[config.mk]
export PLATFORM = sky130hd
export DESIGN_NAME = uart_tx_arbiter_flat
export DESIGN_NICKNAME = d
export VERILOG_FILES = /design/src/rtl/uart_pkg.sv /design/src/rtl/uart_tx_arbiter_if.sv /design/src/rtl/uart_tx_arbiter_rr_pick.sv /design/src/rtl/uart_tx_arbiter.sv /design/src/flat_wrapper.sv
export SDC_FILE = /design/constraint.sdc
export NUM_CORES = 1
export LEC_CHECK = 0
export CAP_MARGIN = 10
export CORE_ASPECT_RATIO = 1.1
export CORE_UTILIZATION = 25
export DETAILED_ROUTE_END_ITERATION = 10
export GPL_TIMING_DRIVEN = 1
export SLEW_MARGIN = 25
export SYNTH_ARGS = -nofsm -noshare
export SYNTH_HDL_FRONTEND = slang
export SYNTH_SLANG_ARGS = --single-unit
[constraint.sdc]
create_clock -name i_clk -period 4.1 [get_ports i_clk]
set_clock_uncertainty 0.05 [all_clocks]
set_input_delay 1.025 -clock i_clk [delete_from_list [all_inputs] [get_ports i_clk]]
set_output_delay 1.025 -clock i_clk [all_outputs]
set_load 0.02 [all_outputs]
[src/rtl/uart_pkg.sv]
// Shared definitions for the UART RX/TX datapaths and the TX arbiter:
// arbiter state encoding, default timing constants and a width helper.
package uart_pkg;

  localparam int unsigned GapTicksDefault     = 2;
  localparam int unsigned TimeoutTicksDefault = 16;

  typedef enum logic [2:0] {
    StIdle,
    StGrant,
    StStart,
    StWait,
    StGap
  } tx_arb_state_t;

  // Ceiling log2; returns 0 for values 0 and 1.
  function automatic int unsigned clog2(input int unsigned value);
    int unsigned result;
    result = 0;
    for (int i = 0; i < 32; i++) begin
      if ((64'd1 << i) < 64'(value)) result = i + 1;
    end
    return result;
  endfunction

endpackage

[src/rtl/uart_tx_arbiter_if.sv]
// Requester-side valid/ready bundle plus the transmitter start/done handshake.
// The master modport is the arbiter; the slave modport is clients plus transmitter.
interface uart_tx_arbiter_if #(
  parameter int unsigned N = 4
) ();

  logic [N-1:0]   req_valid;
  logic [8*N-1:0] req_data;
  logic [N-1:0]   req_psel;
  logic [N-1:0]   req_ready;
  logic           tx_start;
  logic [7:0]     tx_data;
  logic           tx_p_sel;
  logic           tx_done;

  modport master (
    input  req_valid,
    input  req_data,
    input  req_psel,
    input  tx_done,
    output req_ready,
    output tx_start,
    output tx_data,
    output tx_p_sel
  );

  modport slave (
    output req_valid,
    output req_data,
    output req_psel,
    output tx_done,
    input  req_ready,
    input  tx_start,
    input  tx_data,
    input  tx_p_sel
  );

endinterface

[src/rtl/uart_tx_arbiter_rr_pick.sv]
// Combinational round-robin picker: first set request strictly after the
// pointer, with wrap. Rotate so the search starts at bit 0, encode, un-rotate.
module rr_pick
  import uart_pkg::*;
#(
  parameter  int unsigned N   = 4,
  localparam int unsigned IdW = clog2(N)
) (
  input  logic [N-1:0]   i_req,
  input  logic [IdW-1:0] i_ptr,
  output logic [IdW-1:0] o_winner,
  output logic           o_any
);

  logic [N-1:0]   w_rot;
  logic [IdW-1:0] w_off;
  int unsigned    w_base;

  always_comb begin
    w_base = (32'(i_ptr) + 32'd1) % N;
    w_rot  = '0;
    for (int unsigned i = 0; i < N; i++) begin
      w_rot[i] = i_req[IdW'((i + w_base) % N)];
    end
    // Lowest set bit of the rotated vector is the highest-priority request.
    w_off = '0;
    for (int i = N - 1; i >= 0; i--) begin
      if (w_rot[i]) w_off = IdW'(i);
    end
    o_winner = IdW'((32'(w_off) + w_base) % N);
    o_any    = |i_req;
  end

endmodule

[src/rtl/uart_tx_arbiter.sv]
// Round-robin scheduler sharing one UART transmitter between N requesters,
// with a baud-tick inter-frame gap and a per-frame completion timeout.
module uart_tx_arbiter
  import uart_pkg::*;
#(
  parameter  int unsigned N             = 4,
  parameter  int unsigned GAP_TICKS     = GapTicksDefault,
  parameter  int unsigned TIMEOUT_TICKS = TimeoutTicksDefault,
  localparam int unsigned IdW           = clog2(N)
) (
  input  logic              i_clk,
  input  logic              i_rst,
  input  logic              i_baud_tick,
  uart_tx_arbiter_if.master tx_bus,
  output logic [IdW-1:0]    o_grant_id,
  output logic              o_busy,
  output logic              o_tx_timeout
);

  localparam int unsigned MaxTicks = (GAP_TICKS > TIMEOUT_TICKS) ? GAP_TICKS : TIMEOUT_TICKS;
  localparam int unsigned CntW     = (clog2(MaxTicks + 1) > 0) ? clog2(MaxTicks + 1) : 1;

  tx_arb_state_t   r_state;
  tx_arb_state_t   w_state_d;
  logic [IdW-1:0]  r_ptr;
  logic [IdW-1:0]  r_grant_id;
  logic [CntW-1:0] r_cnt;
  logic [CntW-1:0] w_cnt_d;
  logic [7:0]      r_tx_data;
  logic            r_tx_p_sel;

  logic [IdW-1:0]  w_winner;
  logic            w_any;
  logic            w_grant_ok;
  logic            w_wait_last;
  logic            w_gap_last;

  rr_pick #(
    .N (N)
  ) u_rr_pick (
    .i_req    (tx_bus.req_valid),
    .i_ptr    (r_ptr),
    .o_winner (w_winner),
    .o_any    (w_any)
  );

  assign w_grant_ok  = tx_bus.req_valid[r_grant_id];
  assign w_wait_last = i_baud_tick && ((32'(r_cnt) + 32'd1) >= TIMEOUT_TICKS);
  assign w_gap_last  = (GAP_TICKS == 0) ||
                       (i_baud_tick && ((32'(r_cnt) + 32'd1) >= GAP_TICKS));

  always_ff @(posedge i_clk) begin
    if (i_rst) begin
      r_state <= StIdle;
    end else begin
      r_state <= w_state_d;
    end
  end

  always_comb begin
    w_state_d = r_state;
    case (r_state)
      StIdle:  if (w_any) w_state_d = StGrant;
      StGrant: w_state_d = w_grant_ok ? StStart : StIdle;
      StStart: w_state_d = StWait;
      // Done takes precedence over a coincident terminal tick.
      StWait:  if (tx_bus.tx_done || w_wait_last) w_state_d = StGap;
      StGap:   if (w_gap_last) w_state_d = StIdle;
      default: w_state_d = StIdle;
    endcase
  end

  always_comb begin
    tx_bus.req_ready = '0;
    tx_bus.tx_start  = 1'b0;
    o_tx_timeout     = 1'b0;
    case (r_state)
      StGrant: tx_bus.req_ready[r_grant_id] = w_grant_ok;
      StStart: tx_bus.tx_start = 1'b1;
      StWait:  o_tx_timeout = w_wait_last && !tx_bus.tx_done;
      default: ;
    endcase
  end

  // Shared tick counter: cleared on every state change, counts only in WAIT/GAP.
  always_comb begin
    w_cnt_d = '0;
    if ((w_state_d == r_state) && ((r_state == StWait) || (r_state == StGap))) begin
      w_cnt_d = i_baud_tick ? r_cnt + 1'b1 : r_cnt;
    end
  end

  always_ff @(posedge i_clk) begin
    if (i_rst) begin
      r_ptr      <= IdW'(N - 1);
      r_grant_id <= '0;
      r_cnt      <= '0;
      r_tx_data  <= '0;
      r_tx_p_sel <= 1'b0;
    end else begin
      r_cnt <= w_cnt_d;
      if ((r_state == StIdle) && w_any) begin
        r_grant_id <= w_winner;
      end
      if ((r_state == StGrant) && w_grant_ok) begin
        r_ptr      <= r_grant_id;
        r_tx_data  <= tx_bus.req_data[{r_grant_id, 3'b000} +: 8];
        r_tx_p_sel <= tx_bus.req_psel[r_grant_id];
      end
    end
  end

  assign tx_bus.tx_data  = r_tx_data;
  assign tx_bus.tx_p_sel = r_tx_p_sel;
  assign o_grant_id      = r_grant_id;
  assign o_busy          = (r_state != StIdle);

endmodule

[src/flat_wrapper.sv]
// flat-port wrapper written by rule: the top's interface ports become plain ports
module uart_tx_arbiter_flat import uart_pkg::*;
#(
  parameter  int unsigned N             = 4,
  parameter  int unsigned GAP_TICKS     = GapTicksDefault,
  parameter  int unsigned TIMEOUT_TICKS = TimeoutTicksDefault,
  localparam int unsigned IdW           = clog2(N)
)
  (i_clk, i_rst, i_baud_tick, o_grant_id, o_busy, o_tx_timeout, tx_bus_req_valid, tx_bus_req_data, tx_bus_req_psel, tx_bus_tx_done, tx_bus_req_ready, tx_bus_tx_start, tx_bus_tx_data, tx_bus_tx_p_sel);
  uart_tx_arbiter_if #(.N(N)) tx_bus_i ();
  input  logic i_clk;
  input  logic i_rst;
  input  logic i_baud_tick;
  output logic [IdW-1:0] o_grant_id;
  output logic o_busy;
  output logic o_tx_timeout;
  input wire logic [$bits(tx_bus_i.req_valid)-1:0] tx_bus_req_valid;
  input wire logic [$bits(tx_bus_i.req_data)-1:0] tx_bus_req_data;
  input wire logic [$bits(tx_bus_i.req_psel)-1:0] tx_bus_req_psel;
  input wire logic [$bits(tx_bus_i.tx_done)-1:0] tx_bus_tx_done;
  output wire logic [$bits(tx_bus_i.req_ready)-1:0] tx_bus_req_ready;
  output wire logic [$bits(tx_bus_i.tx_start)-1:0] tx_bus_tx_start;
  output wire logic [$bits(tx_bus_i.tx_data)-1:0] tx_bus_tx_data;
  output wire logic [$bits(tx_bus_i.tx_p_sel)-1:0] tx_bus_tx_p_sel;
  assign tx_bus_i.req_valid = tx_bus_req_valid;
  assign tx_bus_i.req_data = tx_bus_req_data;
  assign tx_bus_i.req_psel = tx_bus_req_psel;
  assign tx_bus_i.tx_done = tx_bus_tx_done;
  assign tx_bus_req_ready = tx_bus_i.req_ready;
  assign tx_bus_tx_start = tx_bus_i.tx_start;
  assign tx_bus_tx_data = tx_bus_i.tx_data;
  assign tx_bus_tx_p_sel = tx_bus_i.tx_p_sel;
  uart_tx_arbiter #(.N(N), .GAP_TICKS(GAP_TICKS), .TIMEOUT_TICKS(TIMEOUT_TICKS)) u_core (.i_clk(i_clk), .i_rst(i_rst), .i_baud_tick(i_baud_tick), .tx_bus(tx_bus_i), .o_grant_id(o_grant_id), .o_busy(o_busy), .o_tx_timeout(o_tx_timeout));
endmodule
After elaboration in Yosys (flattened, before gate mapping):

Cells that the tools add are included.

* add/subtract/negate cells: 7
* $lt $le $gt $ge: 8
* eq/ne operators: 5
* shift operators: 1
* muxes and demuxes: 26
* bitwise logic cells: 2
* reductions and logical operators: 14

Operator list (count)
* $ge A32 B2 Y1 const B: 1
* $shiftx A32 B6 Y8: 1
* $lt A2 B3 Y1 const B: 5
* $pmux W3 S5: 1
* $bmux W1 S2: 6
* $mux W2: 5
* $mux W1: 9
* $mux W3: 3
* $logic_and A1 B1 Y1: 7
* $add A5 B1 Y6 const B: 1
* $eq A3 B2 Y1 const B: 2
* $ge A6 B5 Y1 const B: 1
* $add A5 B1 Y5 const B: 1
* $add A2 B2 Y2 const A: 2
* $and A4 B4 Y4: 1
* $mux W4: 1
* $reduce_or A4 Y1: 1
* $eq A3 B1 Y1 const B: 1
* $eq A3 B3 Y1: 1
* $eq A3 B3 Y1 const B: 1
* $logic_not A3 Y1: 1
* $reduce_bool A3 Y1: 1
* $add A1 B2 Y2 const A: 1
* $add A2 B1 Y2 const B: 1
* other kinds (7): 8

* register bits after elaboration: 21
* input port bits: 44
* word-level logic and storage cells: 69

Longest topological paths before layout:

Gate-level depths: netlist of the first run.

* depth in word-level cells: 10
* gate-level depth with buffers: 10
* depth with buffers taken out: 10

Hierarchy:

Synthesis of the first run repeated with hierarchy kept, for this count alone.

* cell total of the unflattened synthesis: 147
* area total of the unflattened synthesis: 1482.7 um2

By module, submodules not included
* uart_tx_arbiter: times used 1, cells each 121, area each 1282.5 um2, seq. area each 420.4 um2
* rr_pick: times used 1, cells each 26, area each 200.2 um2, seq. area each 0.0 um2

Worst setup path after synthesis of the first run:

OpenSTA, ideal clock, no wires.

* kind: input to output
* start point: in tx_bus_req_valid[2]
* end point: out tx_bus_req_ready[0]
* data arrival time: 2.255 ns
* required time: 3.025 ns
* slack: 0.770 ns
* stages on the path: 6
* buffers on the path: 2
* cells stage by stage: buf_2 -> mux4_2 -> nand2_1 -> or3_1 -> buf_6 -> nor3_2

* cells in the longest elaborated chain, start to end: 4

RTL lines
* from (decl): line flat_wrapper.sv:17 `input wire logic [$bits(tx_bus_i.req_valid)-1:0] tx_bus_req_valid;`
* $bmux W1 S2: line uart_tx_arbiter.sv:47 `assign w_grant_ok = tx_bus.req_valid[r_grant_id];`
* $mux W1 (implied by the code): line uart_tx_arbiter.sv:47
* $and A4 B4 Y4 (no line)
* $mux W4: line uart_tx_arbiter.sv:77 `case (r_state)`
* to (decl): line flat_wrapper.sv:21 `output wire logic [$bits(tx_bus_i.req_ready)-1:0] tx_bus_req_ready;`

Every way passes these cells. The select of a mux whose other input is x is not followed.

Final worst setup path of the first run:

* start point: in tx_bus_req_valid[1]
* end point: out tx_bus_req_ready[1]

The elaborated chain is that of the path after synthesis.

==> results_dict.tcl, run 1 <==
set metrics [dict create \
    status "finished, final reports clean" \
    io_pins 62 \
    grt.overflow.total 0 \
    die_w_um 72.75 \
    synth_top_area_share 0.3055 \
    antenna_found_initial 0 \
    synth_top_flop_cell "dfxtp_1" \
    leakagePower_nw 0.8316 \
    cts.sinks 21 \
    drive_gt1_frac 0.1366 \
    cts_buffer_depth 2 \
    fmax_mhz 250.3 \
    power_frac_seq 0.349 \
    min-delay-path-class "flip-flop to flip-flop" \
    wl_met1_mm 1.727 \
    crit_slowest_cell "clkdlybuf4s50_1" \
    synth-edff-count 0 \
    post-route-period-util 0.9745 \
    rows 27 \
    htreeDepth 1 \
    via_count 1415 \
    synthTopCellsByArea "dfxtp_1 31%, mux4_2 13%, nand2_1 7.6%" \
    area_growth_pct 56.73 \
    power_density_nw_per_um2 333.0 \
    drt_iter0_drc 31 \
    final_common_cell "clkdlybuf4s50_1" \
    cp_num_buf_inv 2 \
    pwr-share-comb 0.458 \
    firstDrtPassIters 4 \
    critPathMaxStageDelay_ns 0.61 \
    postPlaceCellArea_um2 2106 \
    path_clk_slew_ns 0.08 \
    hold_buffers 0 \
    fillCellCount 537 \
    hpwl_mm 2.913 \
    met3_length_um 253 \
    routabilityCongestion 0.8337 \
    final_antenna_net_count 0 \
    syn-num-nets 208 \
    switching_power_mw 0.2465 \
    worstReg2RegStart "u_core.r_cnt[0]$_SDFFE_PP0P_" \
    arrival_ns 2.92 \
    dr.max_layer_used "met4" \
    avgSynthCellArea_um2 8.496 \
    wl_mm 3.758 \
    final_area_um2 2157 \
    grt_pass1_wl_mm 6.134 \
    sw_frac_of_total 0.3432 \
    peakVddDrop_mv 0.1908 \
    worstPathCellList "clkdlybuf4s50_1 > mux4_2 > nand2_1 > nor3_2 > nand2_1 > nor2_1 > clkdlybuf4s50_1" \
    cts_tree "built" \
    drc 0 \
    start_kind "input port" \
    synth_sequential_area_ratio 0.3055 \
    async_flop_share 0 \
    synth.distinct_cells 39 \
    layout_common_cells "59 x clkdlybuf4s50_1, 28 x nand2_1, 21 x dfxtp_1" \
    fin_setup_tns_ns 0 \
    grt_usage 0.1358 \
    worst_pin_slew_ns 0.7319 \
    p_int_mw 0.4717 \
    die_h_um 79.82 \
    netlist_area_um2 1376 \
    io_buffers 61 \
    cts_buffers 3 \
    maxSlewViolCount 0 \
    crit_fanout 4 \
    clk_latency_ns 0.26 \
    die_area_um2 5807 \
    cp.required_ns 3.02 \
    antennaDiodeCount 0 \
    initial_utilization 0.2680 \
    synth_top_area_cell "dfxtp_1" \
    holdWs_ns 0.4093 \
    relSlewSlack 0.5121 \
    worstHoldStart "u_core.tx_bus.tx_data[3]$_SDFFE_PP0P_" \
    ys_ff_latch 21 \
    setup-violations-final 0 \
    grt_max_degree 19 \
    yosys_warnings 0 \
    root_buffer "clkbuf_8" \
    cpLargestDelayFamily "buffers and inverters" \
    met2_length_mm 1.732 \
    end_kind "primary output" \
    core-area_um2 5135 \
    period_minus_slack_ns 3.996 \
    routedWlPerCell_um 12.57 \
    cap_violations 0 \
    power_frac_clock 0.193 \
    first_global_vias 1327 \
    viasPerCell 4.732 \
    hold_viol 0 \
    syn_inst 162 \
    crit_type "input port to primary output" \
    worstSetupStartpoint "tx_bus_req_valid[1]" \
    fin_nets 274 \
]
==> cell families (layout without fill, tap and decap cells) <==
family,count (synthesis),count (layout),synth area share
muxes,13,13,0.1909
AOI/OAI and AO/OA,33,33,0.1654
DFF,21,21,0.3055
adders and majority gates,2,2,0.01818
and+or+nand+nor,71,71,0.2364
xor gates and xnor gates,4,4,0.02546
buffers and inverters,18,83,0.05818
==> repair_timing <==
item	4_1_cts	5_1_grt
setup endpoints to repair	0	2
gates resized for setup	0	2
setup buffers	0	0
==> sequential cells by signal, summed over array words and instances, names as in the netlist <==
| name | count |
|---|---|
| u_core.r_cnt | 5 |
| u_core.o_grant_id | 2 |
| u_core.tx_bus.tx_p_sel | 1 |
| u_core.tx_bus.tx_data | 8 |
| u_core.r_state | 3 |
| u_core.r_ptr | 2 |
==> synth_stat cells, types with 2 or more instances <==
cell type	instances
nand2_1	28
dfxtp_1	21
nor2_1	19
a21oi_1	12
mux4_2	8
inv_1	7
clkbuf_1	6
nand3_1	5
buf_2	4
nor3_1	4
mux2i_1	3
nor2b_1	3
o211ai_1	3
o21a_1	3
o21ai_0	3
xor2_1	3
a31oi_1	2
ha_1	2
mux4_1	2
nand4_1	2
nor3_2	2
o31ai_1	2
or3_1	2
==> metal layers <==
metal	up-vias	track usage
li1	715	-
met1	646	0.1718
met2	50	0.2206
met3	4	0.03662
met4	0	0.04706
met5	-	0
==> path summary, 6_finish.rpt <==
kind / slack [ns] / to / cells after the start
worst max register to register: 2.09 / u_core.r_cnt[4]$_SDFFE_PP0P_ / 6
worst max-delay path: 0.10 / tx_bus_req_ready[1] / 7
worst min register to register: 0.41 / u_core.tx_bus.tx_data[3]$_SDFFE_PP0P_ / 2
worst min-delay path: 0.41 / u_core.tx_bus.tx_data[3]$_SDFFE_PP0P_ / 2
==> power by group through the flow <==
stage | registers, mW | clock network [mW] | logic [mW]
5_1_grt | 0.254 | 0.153 | 0.362
6_report | 0.250 | 0.139 | 0.329
2_1_floorplan | 0.270 | 0 | 0.181
3_5_place_dp | 0.255 | 0 | 0.333
3_3_place_gp | 0.254 | 0 | 0.331
4_1_cts | 0.250 | 0.142 | 0.335
==> per-stage QoR <==
step	total power, mW	cells	util	worst slack (ns)
3_5_place_dp	0.5878	295	0.4101	0.06678
4_1_cts	0.7264	299	0.4191	0.05248
2_1_floorplan	0.4509	162	-	0.7701
3_3_place_gp	0.5849	295	0.4101	0.07501
6_report	0.7182	299	0.4201	0.1045
5_1_grt	0.7685	299	0.4201	-0.0001310
==> final cells by class <==
class,count,area (µm²),share of cell area
inverter,7,26.28,0.01218
multi-input combinational,123,875.8,0.4060
tap,72,90.09,0.04176
clock inverter,1,5.005,0.002320
clock buffer,3,41.29,0.01914
timing repair buffer,72,698.2,0.3237
sequential,21,420.4,0.1949
==> worst min-delay path, delay by kind of cell (launching register included) <==
family          cells  cell delay (ns)
flops               1             0.32
compound gates      1             0.05
simple gates        1             0.05
Power figures use the tool's default switching activity.
==> inputs of run 2 (changes only) <==
--- a/config.mk
+++ b/config.mk
@@ -14,3 +14,4 @@
 export SYNTH_ARGS = -nofsm -noshare
 export SYNTH_HDL_FRONTEND = slang
 export SYNTH_SLANG_ARGS = --single-unit
+export TNS_END_PERCENT = 1
==> results of run 2 <==
Same layout as run 1: the final DEF is identical, and so are final timing and power.
